**src/rtl/pe_group_acc_pkg.sv**
```systemverilog
// pe_group_acc_pkg: shared defaults and saturation bounds for the grouped PE accumulator.
//   TAPS_DEF / NFILT_DEF / DATA_W_DEF / ACC_W_DEF : default geometry
//   sat_max(w) / sat_min(w) : largest / smallest value of a w-bit signed number
package pe_group_acc_pkg;

    localparam int TAPS_DEF   = 5;
    localparam int NFILT_DEF  = 2;
    localparam int DATA_W_DEF = 8;
    localparam int ACC_W_DEF  = 24;

    function automatic logic signed [63:0] sat_max(input int w);
        return (64'sd1 <<< (w - 1)) - 64'sd1;
    endfunction

    function automatic logic signed [63:0] sat_min(input int w);
        return -(64'sd1 <<< (w - 1));
    endfunction

endpackage

```
**src/rtl/pe_group_acc_if.sv**
```systemverilog
// pe_group_acc_if: weight-load, sample and result signals of pe_group_acc.
//   master : drives weights, ifmap samples and group controls, observes results
//   slave  : the accumulator block itself
interface pe_group_acc_if
    import pe_group_acc_pkg::*;
#(
    parameter int TAPS   = TAPS_DEF,
    parameter int NFILT  = NFILT_DEF,
    parameter int DATA_W = DATA_W_DEF,
    parameter int ACC_W  = ACC_W_DEF
);
    logic                      weight_en;
    logic [DATA_W-1:0]         weight_in;
    logic                      weight_ready;
    logic [TAPS*DATA_W-1:0]    ifmap_in;
    logic                      in_valid;
    logic [3:0]                acc_len;
    logic                      relu_en;
    logic [NFILT*ACC_W-1:0]    sum_out;
    logic                      out_valid;
    logic                      busy;

    modport master (
        output weight_en, weight_in, ifmap_in, in_valid, acc_len, relu_en,
        input  weight_ready, sum_out, out_valid, busy
    );

    modport slave (
        input  weight_en, weight_in, ifmap_in, in_valid, acc_len, relu_en,
        output weight_ready, sum_out, out_valid, busy
    );
endinterface

```
**src/rtl/pe_tap_tree.sv**
```systemverilog
// pe_tap_tree: one filter's dot product, two register stages.
//   i_en1    : load stage-1 products (accepted sample)
//   i_en2    : load stage-2 tree sum (stage-1 valid)
//   i_weight : TAPS signed weights, tap 0 in LSBs
//   i_ifmap  : TAPS signed ifmap values, tap 0 in LSBs
//   o_sum    : registered full-width signed sum of the products
module pe_tap_tree
    import pe_group_acc_pkg::*;
#(
    parameter int TAPS   = TAPS_DEF,
    parameter int DATA_W = DATA_W_DEF,
    parameter int SUM_W  = 2 * DATA_W + $clog2(TAPS)
) (
    input  logic                          clk,
    input  logic                          rst,
    input  logic                          i_en1,
    input  logic                          i_en2,
    input  logic [TAPS-1:0][DATA_W-1:0]   i_weight,
    input  logic [TAPS-1:0][DATA_W-1:0]   i_ifmap,
    output logic signed [SUM_W-1:0]       o_sum
);
    localparam int PROD_W = 2 * DATA_W;

    logic [TAPS-1:0][PROD_W-1:0] r_prod;
    logic signed [SUM_W-1:0]     r_sum;
    logic signed [SUM_W-1:0]     w_sum;

    always_ff @(posedge clk or posedge rst) begin
        if (rst) begin
            r_prod <= '0;
        end else if (i_en1) begin
            for (int k = 0; k < TAPS; k++)
                r_prod[k] <= PROD_W'($signed(i_weight[k])) * PROD_W'($signed(i_ifmap[k]));
        end
    end

    // SUM_W carries log2(TAPS) guard bits, so the sum cannot overflow.
    always_comb begin
        w_sum = '0;
        for (int k = 0; k < TAPS; k++)
            w_sum = w_sum + SUM_W'($signed(r_prod[k]));
    end

    always_ff @(posedge clk or posedge rst) begin
        if (rst)        r_sum <= '0;
        else if (i_en2) r_sum <= w_sum;
    end

    assign o_sum = r_sum;
endmodule

```
**src/rtl/pe_group_acc.sv**
```systemverilog
// pe_group_acc: NFILT filters sharing one ifmap vector; each sample is a TAPS-wide
// dot product per filter, accumulated with saturation over acc_len samples.
//   clk, rst : clock, asynchronous active-high reset
//   bus      : weight load (weight_en/weight_in/weight_ready), samples
//              (ifmap_in/in_valid/acc_len/relu_en), results (sum_out/out_valid/busy)
// Latency: sample accepted in cycle t, its group result pulses out_valid at t+3.
module pe_group_acc
    import pe_group_acc_pkg::*;
#(
    parameter int TAPS   = TAPS_DEF,
    parameter int NFILT  = NFILT_DEF,
    parameter int DATA_W = DATA_W_DEF,
    parameter int ACC_W  = ACC_W_DEF
) (
    input  logic           clk,
    input  logic           rst,
    pe_group_acc_if.slave  bus
);
    localparam int NW    = NFILT * TAPS;
    localparam int IDX_W = (NW > 1) ? $clog2(NW) : 1;
    localparam int SUM_W = 2 * DATA_W + $clog2(TAPS);

    logic [NW-1:0][DATA_W-1:0]     r_bank;
    logic [IDX_W-1:0]              r_idx;
    logic                          r_wready;
    logic [3:0]                    r_cnt, r_len;
    logic                          r_relu;
    logic [1:0]                    r_vld_pipe, r_last_pipe, r_relu_pipe;
    logic                          r_out_vld;
    logic                          w_busy, w_wr, w_acc, w_last, w_relu;
    logic [3:0]                    w_len;
    logic [NFILT-1:0][ACC_W-1:0]   w_sum_out;

    assign w_busy = (|r_vld_pipe) || (r_cnt != 4'd0);
    assign w_wr   = bus.weight_en && !w_busy;
    assign w_acc  = bus.in_valid && r_wready && !bus.weight_en;

    // Weight bank: filter-major, tap-minor; ready only once the full bank is written.
    always_ff @(posedge clk or posedge rst) begin
        if (rst) begin
            r_bank   <= '0;
            r_idx    <= '0;
            r_wready <= 1'b0;
        end else if (w_wr) begin
            r_bank[r_idx] <= bus.weight_in;
            if (r_idx == IDX_W'(NW - 1)) begin
                r_idx    <= '0;
                r_wready <= 1'b1;
            end else begin
                r_idx    <= r_idx + IDX_W'(1);
                r_wready <= 1'b0;
            end
        end
    end

    // Group length and ReLU come from the live inputs on a group's first sample,
    // from the latched copies afterwards.
    always_comb begin
        w_len  = r_len;
        w_relu = r_relu;
        if (r_cnt == 4'd0) begin
            w_len  = (bus.acc_len == 4'd0) ? 4'd1 : bus.acc_len;
            w_relu = bus.relu_en;
        end
        w_last = (r_cnt + 4'd1 == w_len);
    end

    always_ff @(posedge clk or posedge rst) begin
        if (rst) begin
            r_cnt  <= '0;
            r_len  <= '0;
            r_relu <= 1'b0;
        end else if (w_acc) begin
            if (r_cnt == 4'd0) begin
                r_len  <= w_len;
                r_relu <= w_relu;
            end
            r_cnt <= w_last ? 4'd0 : r_cnt + 4'd1;
        end
    end

    // last/relu tags travel with the valid bit to the accumulate stage.
    always_ff @(posedge clk or posedge rst) begin
        if (rst) begin
            r_vld_pipe  <= '0;
            r_last_pipe <= '0;
            r_relu_pipe <= '0;
            r_out_vld   <= 1'b0;
        end else begin
            r_vld_pipe  <= {r_vld_pipe[0], w_acc};
            r_last_pipe <= {r_last_pipe[0], w_last};
            r_relu_pipe <= {r_relu_pipe[0], w_relu};
            r_out_vld   <= r_vld_pipe[1] && r_last_pipe[1];
        end
    end

    for (genvar f = 0; f < NFILT; f++) begin : g_filt
        logic signed [SUM_W-1:0] w_tree;
        logic signed [63:0]      w_ext;
        logic signed [ACC_W-1:0] w_sat;
        logic signed [ACC_W-1:0] r_acc, r_sum;

        pe_tap_tree #(
            .TAPS   (TAPS),
            .DATA_W (DATA_W),
            .SUM_W  (SUM_W)
        ) u_tree (
            .clk      (clk),
            .rst      (rst),
            .i_en1    (w_acc),
            .i_en2    (r_vld_pipe[0]),
            .i_weight (r_bank[f*TAPS +: TAPS]),
            .i_ifmap  (bus.ifmap_in),
            .o_sum    (w_tree)
        );

        always_comb begin
            w_ext = 64'(r_acc) + 64'(w_tree);
            if (w_ext > sat_max(ACC_W))      w_sat = ACC_W'(sat_max(ACC_W));
            else if (w_ext < sat_min(ACC_W)) w_sat = ACC_W'(sat_min(ACC_W));
            else                             w_sat = w_ext[ACC_W-1:0];
        end

        // The group's last sample publishes and clears in the same edge, so the
        // next group's first sample (one cycle behind) starts from zero.
        always_ff @(posedge clk or posedge rst) begin
            if (rst) begin
                r_acc <= '0;
                r_sum <= '0;
            end else if (r_vld_pipe[1]) begin
                if (r_last_pipe[1]) begin
                    r_acc <= '0;
                    r_sum <= (r_relu_pipe[1] && w_sat < 0) ? '0 : w_sat;
                end else begin
                    r_acc <= w_sat;
                end
            end
        end

        assign w_sum_out[f] = r_sum;
    end

    assign bus.weight_ready = r_wready;
    assign bus.sum_out      = w_sum_out;
    assign bus.out_valid    = r_out_vld;
    assign bus.busy         = w_busy;
endmodule

```
**src/flat_wrapper.sv**
```systemverilog
// flat-port wrapper written by rule: the top's interface ports become plain ports
module pe_group_acc_flat import pe_group_acc_pkg::*;
#(
    parameter int TAPS   = TAPS_DEF,
    parameter int NFILT  = NFILT_DEF,
    parameter int DATA_W = DATA_W_DEF,
    parameter int ACC_W  = ACC_W_DEF
)
  (clk, rst, bus_weight_en, bus_weight_in, bus_ifmap_in, bus_in_valid, bus_acc_len, bus_relu_en, bus_weight_ready, bus_sum_out, bus_out_valid, bus_busy);
  pe_group_acc_if #(.TAPS(TAPS), .NFILT(NFILT), .DATA_W(DATA_W), .ACC_W(ACC_W)) bus_i ();
  input  logic clk;
  input  logic rst;
  input wire logic [$bits(bus_i.weight_en)-1:0] bus_weight_en;
  input wire logic [$bits(bus_i.weight_in)-1:0] bus_weight_in;
  input wire logic [$bits(bus_i.ifmap_in)-1:0] bus_ifmap_in;
  input wire logic [$bits(bus_i.in_valid)-1:0] bus_in_valid;
  input wire logic [$bits(bus_i.acc_len)-1:0] bus_acc_len;
  input wire logic [$bits(bus_i.relu_en)-1:0] bus_relu_en;
  output wire logic [$bits(bus_i.weight_ready)-1:0] bus_weight_ready;
  output wire logic [$bits(bus_i.sum_out)-1:0] bus_sum_out;
  output wire logic [$bits(bus_i.out_valid)-1:0] bus_out_valid;
  output wire logic [$bits(bus_i.busy)-1:0] bus_busy;
  assign bus_i.weight_en = bus_weight_en;
  assign bus_i.weight_in = bus_weight_in;
  assign bus_i.ifmap_in = bus_ifmap_in;
  assign bus_i.in_valid = bus_in_valid;
  assign bus_i.acc_len = bus_acc_len;
  assign bus_i.relu_en = bus_relu_en;
  assign bus_weight_ready = bus_i.weight_ready;
  assign bus_sum_out = bus_i.sum_out;
  assign bus_out_valid = bus_i.out_valid;
  assign bus_busy = bus_i.busy;
  pe_group_acc #(.TAPS(TAPS), .NFILT(NFILT), .DATA_W(DATA_W), .ACC_W(ACC_W)) u_core (.clk(clk), .rst(rst), .bus(bus_i));
endmodule
```
**config.mk**
```make
export PLATFORM = sky130hd
export DESIGN_NAME = pe_group_acc_flat
export DESIGN_NICKNAME = d
export VERILOG_FILES = /design/src/rtl/pe_group_acc_pkg.sv /design/src/rtl/pe_group_acc_if.sv /design/src/rtl/pe_tap_tree.sv /design/src/rtl/pe_group_acc.sv /design/src/flat_wrapper.sv
export SDC_FILE = /design/constraint.sdc
export NUM_CORES = 2
export LEC_CHECK = 0
export ABC_AREA = 1
export ABC_CLOCK_PERIOD_IN_PS = 13000
export BUFFER_PORTS_ARGS = -buffer_cell sky130_fd_sc_hd__buf_2
export CAP_MARGIN = 20
export CORE_MARGIN = 2
export CORE_UTILIZATION = 59
export DETAILED_ROUTE_END_ITERATION = 10
export PLACE_DENSITY = 0.79
export SLEW_MARGIN = 10
export SYNTH_ARGS = -nofsm -noshare
export SYNTH_HDL_FRONTEND = slang
export SYNTH_SLANG_ARGS = --single-unit
```
**constraint.sdc**
```tcl
create_clock -name clk -period 13 [get_ports clk]
set_input_delay 1.95 -clock clk [delete_from_list [all_inputs] [get_ports clk]]
set_output_delay 1.95 -clock clk [all_outputs]
set_load 0.005 [all_outputs]
```
# ---- Word-level counts from Yosys, hierarchy flattened
# Cells that the tools add are included.
# W data, S select, Z words.
dict set report totals {
  regBits 395
  output_inout_bits 51
  wordCells 100
}
dict set report classes {
  n_addsub 12
  n_mul 10
  magnitude_cmp 8
  eq_ne 2
  mux 17
  reduce_logical 16
}
# op n
set op_table {}
lappend op_table {{$mux W24} 8}
lappend op_table {{$mul A8 B8 Y16} 10}
lappend op_table {{$gt A64 B24 Y1 const B} 2}
lappend op_table {{$lt A64 B24 Y1 const B} 2}
lappend op_table {{$bwmux W80} 1}
lappend op_table {{$add A24 B19 Y25} 2}
lappend op_table {{$lt A24 B1 Y1 const B} 2}
lappend op_table {{$add A18 B16 Y19} 2}
lappend op_table {{$add A19 B16 Y19} 2}
lappend op_table {{$add A17 B16 Y18} 2}
lappend op_table {{$add A16 B16 Y17} 2}
lappend op_table {{$demux W8 S4} 1}
lappend op_table {{$mux W4} 4}
lappend op_table {{$add A4 B1 Y4 const B} 2}
lappend op_table {{$logic_not A4 Y1} 2}
lappend op_table {{$mux W8} 1}
lappend op_table {{$logic_and A1 B1 Y1} 7}
lappend op_table {{$lt A4 B5 Y1 const B} 1}
lappend op_table {{$eq A4 B4 Y1} 1}
lappend op_table {{$eq A4 B4 Y1 const B} 1}
lappend op_table {{$ge A4 B1 Y1 const B} 1}
lappend op_table {{$reduce_and A2 Y1} 2}
lappend op_table {{$reduce_bool A4 Y1} 1}
lappend op_table {{$logic_not A1 Y1} 2}
lappend op_table {{3 further kinds} 4}

# ---- Longest topological paths before layout
dict set report logic_depth {
  ltp_word 7
  ltp_mapped 24
  depth_no_buf 22
}

# ---- By module
# Synthesis repeated with hierarchy kept, for this count alone.
dict set report unflattened {
  cells_unflattened 6942
  hier_area_um2 50870.0
}
# mod instances cells_per_inst area_each_um2 seq_area_each_um2
set by_module_without_submodules {}
lappend by_module_without_submodules {{pe_tap_tree at u_core.g_filt[0].u_tree} 1 2693 19698.9 2477.4}
lappend by_module_without_submodules {{pe_tap_tree at u_core.g_filt[1].u_tree} 1 2676 19675.1 2477.4}
lappend by_module_without_submodules {pe_group_acc 1 1573 11496.0 4929.7}

# ---- Worst setup path before layout
# Ideal clock, no wire load.
dict set report synth_path {
  path_type {input -> register}
  startpoint {input bus_ifmap_in[2]}
  endpoint {register u_core.g_filt[1].u_tree.r_prod[14] in the netlist's numbering}
  setup_time_ns 0.118
  t_arrival_ns 6.051
  path_slack_ns 6.831
  stages 20
  n_path_buf 2
  path_cell_list {clkbuf_1 > clkbuf_1 > nand2_1 > fa_1 > inv_1 > fa_1 > fa_1 > inv_1 > fa_1 > inv_1 > ha_1 > nand2_1 > nor3_1 > nand2_1 > o211ai_1 > nand2_1 > a21oi_1 > o21ai_0 > nand3_1 > nand2_1}
}
dict set report synth_via {
  elab_chain_len 1
}
# item line
set synth_rtl {}
lappend synth_rtl {{start, declared} flat_wrapper.sv:15} ;# input wire logic [$bits(bus_i.ifmap_in)-1:0] bus_ifmap_in;
lappend synth_rtl {{$mul A8 B8 Y16} pe_tap_tree.sv:33} ;# r_prod[k] <= PROD_W'($signed(i_weight[k])) * PROD_W'($signed(i_ifmap[k]));
lappend synth_rtl {{end signal, assigned by index} pe_tap_tree.sv:33}
lappend synth_rtl {{end, declared} pe_tap_tree.sv:24} ;# logic [TAPS-1:0][PROD_W-1:0] r_prod;
# No other way between the ends.
# A chain may end at the register's enable or synchronous reset.

# ---- Worst setup path after layout
dict set report layout_path {
  startpoint {input bus_ifmap_in[39]}
  endpoint {register u_core.g_filt[0].u_tree.r_prod[74] in the netlist's numbering}
}
dict set report layout_via {
  elab_chain_len 1
}
# item line
set layout_rtl {}
lappend layout_rtl {{$mul A8 B8 Y16} pe_tap_tree.sv:33}
lappend layout_rtl {{end signal, assigned by index} pe_tap_tree.sv:33}
lappend layout_rtl {{end, declared} pe_tap_tree.sv:24}
# No other way between the ends.

==> results.txt <==
Once placement finished, the instance area stood at 49,400 um^2. In this run the number of H-tree levels came out at 2. The worst hold path belongs to the class reg2reg.

The synthesized netlist occupies a cell area of 48,400 um^2. In this run the remaining antenna-violating nets after routing total 0. The post-detailed-route DRC marker count is 0. The post-synth net total came out at 7,409. The final route contains 38,564 vias. The most used flip-flop cell after synthesis is sky130_fd_sc_hd__dfrtp_1.

TritonCTS built the clock tree. The clock transition at the register clock pins on the worst setup and hold paths after CTS is 0.07 ns. The cell count after synthesis came out at 6,322. The initial standard-cell utilization of the core is 0.598. The number of global-route vias before repair came out at 39,505. The number of setup buffers added after CTS is 0. The detailed router finished its first iteration with 2,826 violations. The global placer's final weighted congestion is 0.953.

The utilization after layout came out at 0.631. The HPWL after detailed placement is 93,700 um. The unique cell type count in the Yosys netlist is 41. Setup repair after global routing left no endpoint under its margin. The remaining max-slew budget at the tightest pin came out at 0.271. The max-slew violation count is 0. The worst endpoint data arrival time is 6.36 ns.

The overall routed net length is 119,000 um. The sequential cell area came out at 9880 um^2. The yosys synthesis warning count is 0.

In this run, post-CTS hold repair placed 0 buffers. After synthesis the netlist holds a flip-flop and latch count of 395. The share of the Yosys chip area taken by registers is 0.204. The maximum number of pins on one net before global-route repair is 159. The worst setup slack for register-to-register paths came out at 8.30 ns. The later pin in the worst-skew pair is clocked with a latency of 0.60 ns. The fraction of the cycle the final worst path needs came out at 0.457. After detailed routing, the average wire length per cell comes to 16.1 um. The number of detailed-routing iterations run before antenna repair is 8. The number of max-cap violations came out at 0. The aggregate global-route resource usage came out at 0.292.

After synthesis, the mean cell area works out to 7.65 um^2. The standard cell core area came out at 80,800 um^2. Counting the buffers created by CTS gives 47. After detailed routing, the number of vias per cell comes to 5.25. The number of I/O port buffers came out at 107. Compared with the post-synthesis result, the final layout area differs by 5.46%. The total clock sinks came out at 395. The multi-input combinational cells in the finished layout cover a total of 31,500 um^2. In this run the clock root is driven by a sky130_fd_sc_hd__clkbuf_16. STA classifies the critical path endpoint as a flip-flop. The ratio of cells with drive above 1 in the final layout came out at 0.0471.

The run finished with clean final reports. The finished cells cover 51,000 um^2. The total of cells resized after clock tree synthesis is 0.

The worst setup path is launched from an input port. The total number of nets in the final design came out at 7,337. The critical path is of the in2reg type. The area of the die came out at 84,300 um^2. The number of top-level design ports is 108.

The minimum period implied by the final worst setup slack came out at 5.94 ns. The worst-path maximum fanout is 18. Clock skew on the completed layout was measured at 0.0202 ns. The total negative slack is 0 ns.

The die is 290 um tall. Setup violations remaining at the end of the flow were counted as 0. The total overflow left after global routing is 0. The layout filler cell count is 6,840. The floorplan has 104 rows. Derived from the worst setup path, the maximum achievable clock frequency is 0.168 GHz. Of all flip-flops after synthesis, the portion carrying an async set or reset was 1.00. The die boundary width is 290 um. The number of antenna violations at the first check in global routing came to 3. For the pin with the worst max-slew slack, the measured transition is 1.09 ns. The number of endpoints with negative hold slack in the final report came out at 0. The first global-routing pass estimated 199,000 um of wire. The maximum clock path buffer count is 3. The number of flops mapped to enable cells by yosys is 0.

Data on the critical path is required at its endpoint by 13.42 ns.
area by class of cell:
type	instances	area share
clock buffers	59	0.0251
inverters	1605	0.118
multi-input cells	4085	0.618
clock inverters	24	0.00650
repair buffers	116	0.0122
flip-flops and latches	395	0.194
well taps	1060	0.0260
diodes	1	0.0000491
registers in the layout, indices dropped and copies added (netlist names):
signal / count
u_core.r_idx: 4
u_core.bus.weight_ready: 1
u_core.r_cnt: 4
u_core.g_filt.r_sum: 48
u_core.r_bank: 80
u_core.bus.out_valid: 1
u_core.r_relu: 1
u_core.r_last_pipe: 2
u_core.g_filt.u_tree.o_sum: 38
u_core.r_relu_pipe: 2
u_core.g_filt.r_acc: 48
u_core.r_vld_pipe: 2
u_core.r_len: 4
u_core.g_filt.u_tree.r_prod: 160
synth_stat cells, types with 52 or more instances:
cell | n | share of area
sky130_fd_sc_hd__o21ai_0 | 265 | 0.027
sky130_fd_sc_hd__clkbuf_1 | 211 | 0.016
sky130_fd_sc_hd__nor2_1 | 253 | 0.020
sky130_fd_sc_hd__dfrtp_1 | 395 | 0.20
sky130_fd_sc_hd__nand2_1 | 1798 | 0.14
sky130_fd_sc_hd__inv_1 | 1600 | 0.12
sky130_fd_sc_hd__or2_2 | 71 | 0.0092
sky130_fd_sc_hd__xor2_1 | 90 | 0.016
sky130_fd_sc_hd__a31oi_1 | 52 | 0.0067
sky130_fd_sc_hd__nand3_1 | 163 | 0.017
sky130_fd_sc_hd__ha_1 | 378 | 0.098
sky130_fd_sc_hd__a21oi_1 | 151 | 0.016
sky130_fd_sc_hd__fa_1 | 652 | 0.27
path summary, 6_finish.rpt:
kind / cells past startpoint / from / end
worst min register to register: 0 / u_core.r_relu_pipe[0] / u_core.r_relu_pipe[1]
worst max register to register: 17 / u_core.r_bank[32] / u_core.g_filt[0].u_tree.r_prod[74]
max in group asynchronous: 4 / rst / u_core.r_bank[14]
worst max-delay path: 19 / bus_ifmap_in[39] / u_core.g_filt[0].u_tree.r_prod[74]
worst min-delay path: 0 / u_core.r_relu_pipe[0] / u_core.r_relu_pipe[1]
min in group asynchronous: 2 / rst / u_core.g_filt[1].r_acc[1]
stage by stage:
stage | worst slack, ns | cells | hold WS, ns
after floorplan | 0.0673 | 6322 | 0.331
final | 7.06 | 7345 | 0.356
after detailed placement | 6.46 | 7260 | 0.343
after global placement | 6.57 | 7260 | 0.332
after global routing | 6.80 | 7344 | 0.363
after CTS | 7.10 | 7343 | 0.358
kinds of logic after synthesis:
group	Yosys count	share of synthesized area
fa+ha+maj	1030	0.368
simple gates	2375	0.198
xor+xnor	139	0.0252
buf+inv	1842	0.144
flops	395	0.204
compound gates	541	0.0603
cells in the final DEF (no fill, tap or decap), types with 9 or more instances in the layout:
| cell type | count |
|---|---|
| sky130_fd_sc_hd__nand2_1 | 1797 |
| sky130_fd_sc_hd__inv_1 | 1598 |
| sky130_fd_sc_hd__fa_1 | 652 |
| sky130_fd_sc_hd__dfrtp_1 | 395 |
| sky130_fd_sc_hd__ha_1 | 378 |
| sky130_fd_sc_hd__o21ai_0 | 265 |
| sky130_fd_sc_hd__nor2_1 | 252 |
| sky130_fd_sc_hd__nand3_1 | 162 |
| sky130_fd_sc_hd__a21oi_1 | 151 |
| sky130_fd_sc_hd__buf_2 | 107 |
| sky130_fd_sc_hd__xor2_1 | 90 |
| sky130_fd_sc_hd__or2_2 | 71 |
| sky130_fd_sc_hd__a31oi_1 | 52 |
| sky130_fd_sc_hd__xnor2_1 | 49 |
| sky130_fd_sc_hd__clkbuf_16 | 47 |
| sky130_fd_sc_hd__nand4_1 | 41 |
| sky130_fd_sc_hd__o21bai_1 | 26 |
| sky130_fd_sc_hd__nor3_1 | 21 |
| sky130_fd_sc_hd__o21ai_1 | 16 |
| sky130_fd_sc_hd__o21a_1 | 9 |
worst max-delay path, cell delays in order:
cell	delay [ns]
sky130_fd_sc_hd__buf_2	0.07
sky130_fd_sc_hd__inv_1	0.28
sky130_fd_sc_hd__or2_2	0.41
sky130_fd_sc_hd__fa_1	0.51
sky130_fd_sc_hd__fa_1	0.55
sky130_fd_sc_hd__inv_1	0.06
sky130_fd_sc_hd__fa_1	0.54
sky130_fd_sc_hd__inv_1	0.06
sky130_fd_sc_hd__fa_1	0.54
sky130_fd_sc_hd__inv_1	0.04
sky130_fd_sc_hd__ha_1	0.34
sky130_fd_sc_hd__nand3_1	0.10
sky130_fd_sc_hd__nand3_1	0.10
sky130_fd_sc_hd__inv_1	0.07
sky130_fd_sc_hd__nor2_1	0.04
sky130_fd_sc_hd__or2_2	0.26
sky130_fd_sc_hd__a21oi_1	0.16
sky130_fd_sc_hd__xor2_1	0.15
sky130_fd_sc_hd__o21ai_0	0.10
metal layers:
metal  track usage  wire [um]  vias to the layer above
li1              -          -                    18448
met4         0.105       4720                        2
met1         0.389      50500                    18588
met3        0.0415       8100                      243
met2         0.488      55300                     1283
met5             0         13                        -
Power is not shown: default switching activity piles up to over one toggle a cycle in this logic, so the estimate is an artifact.
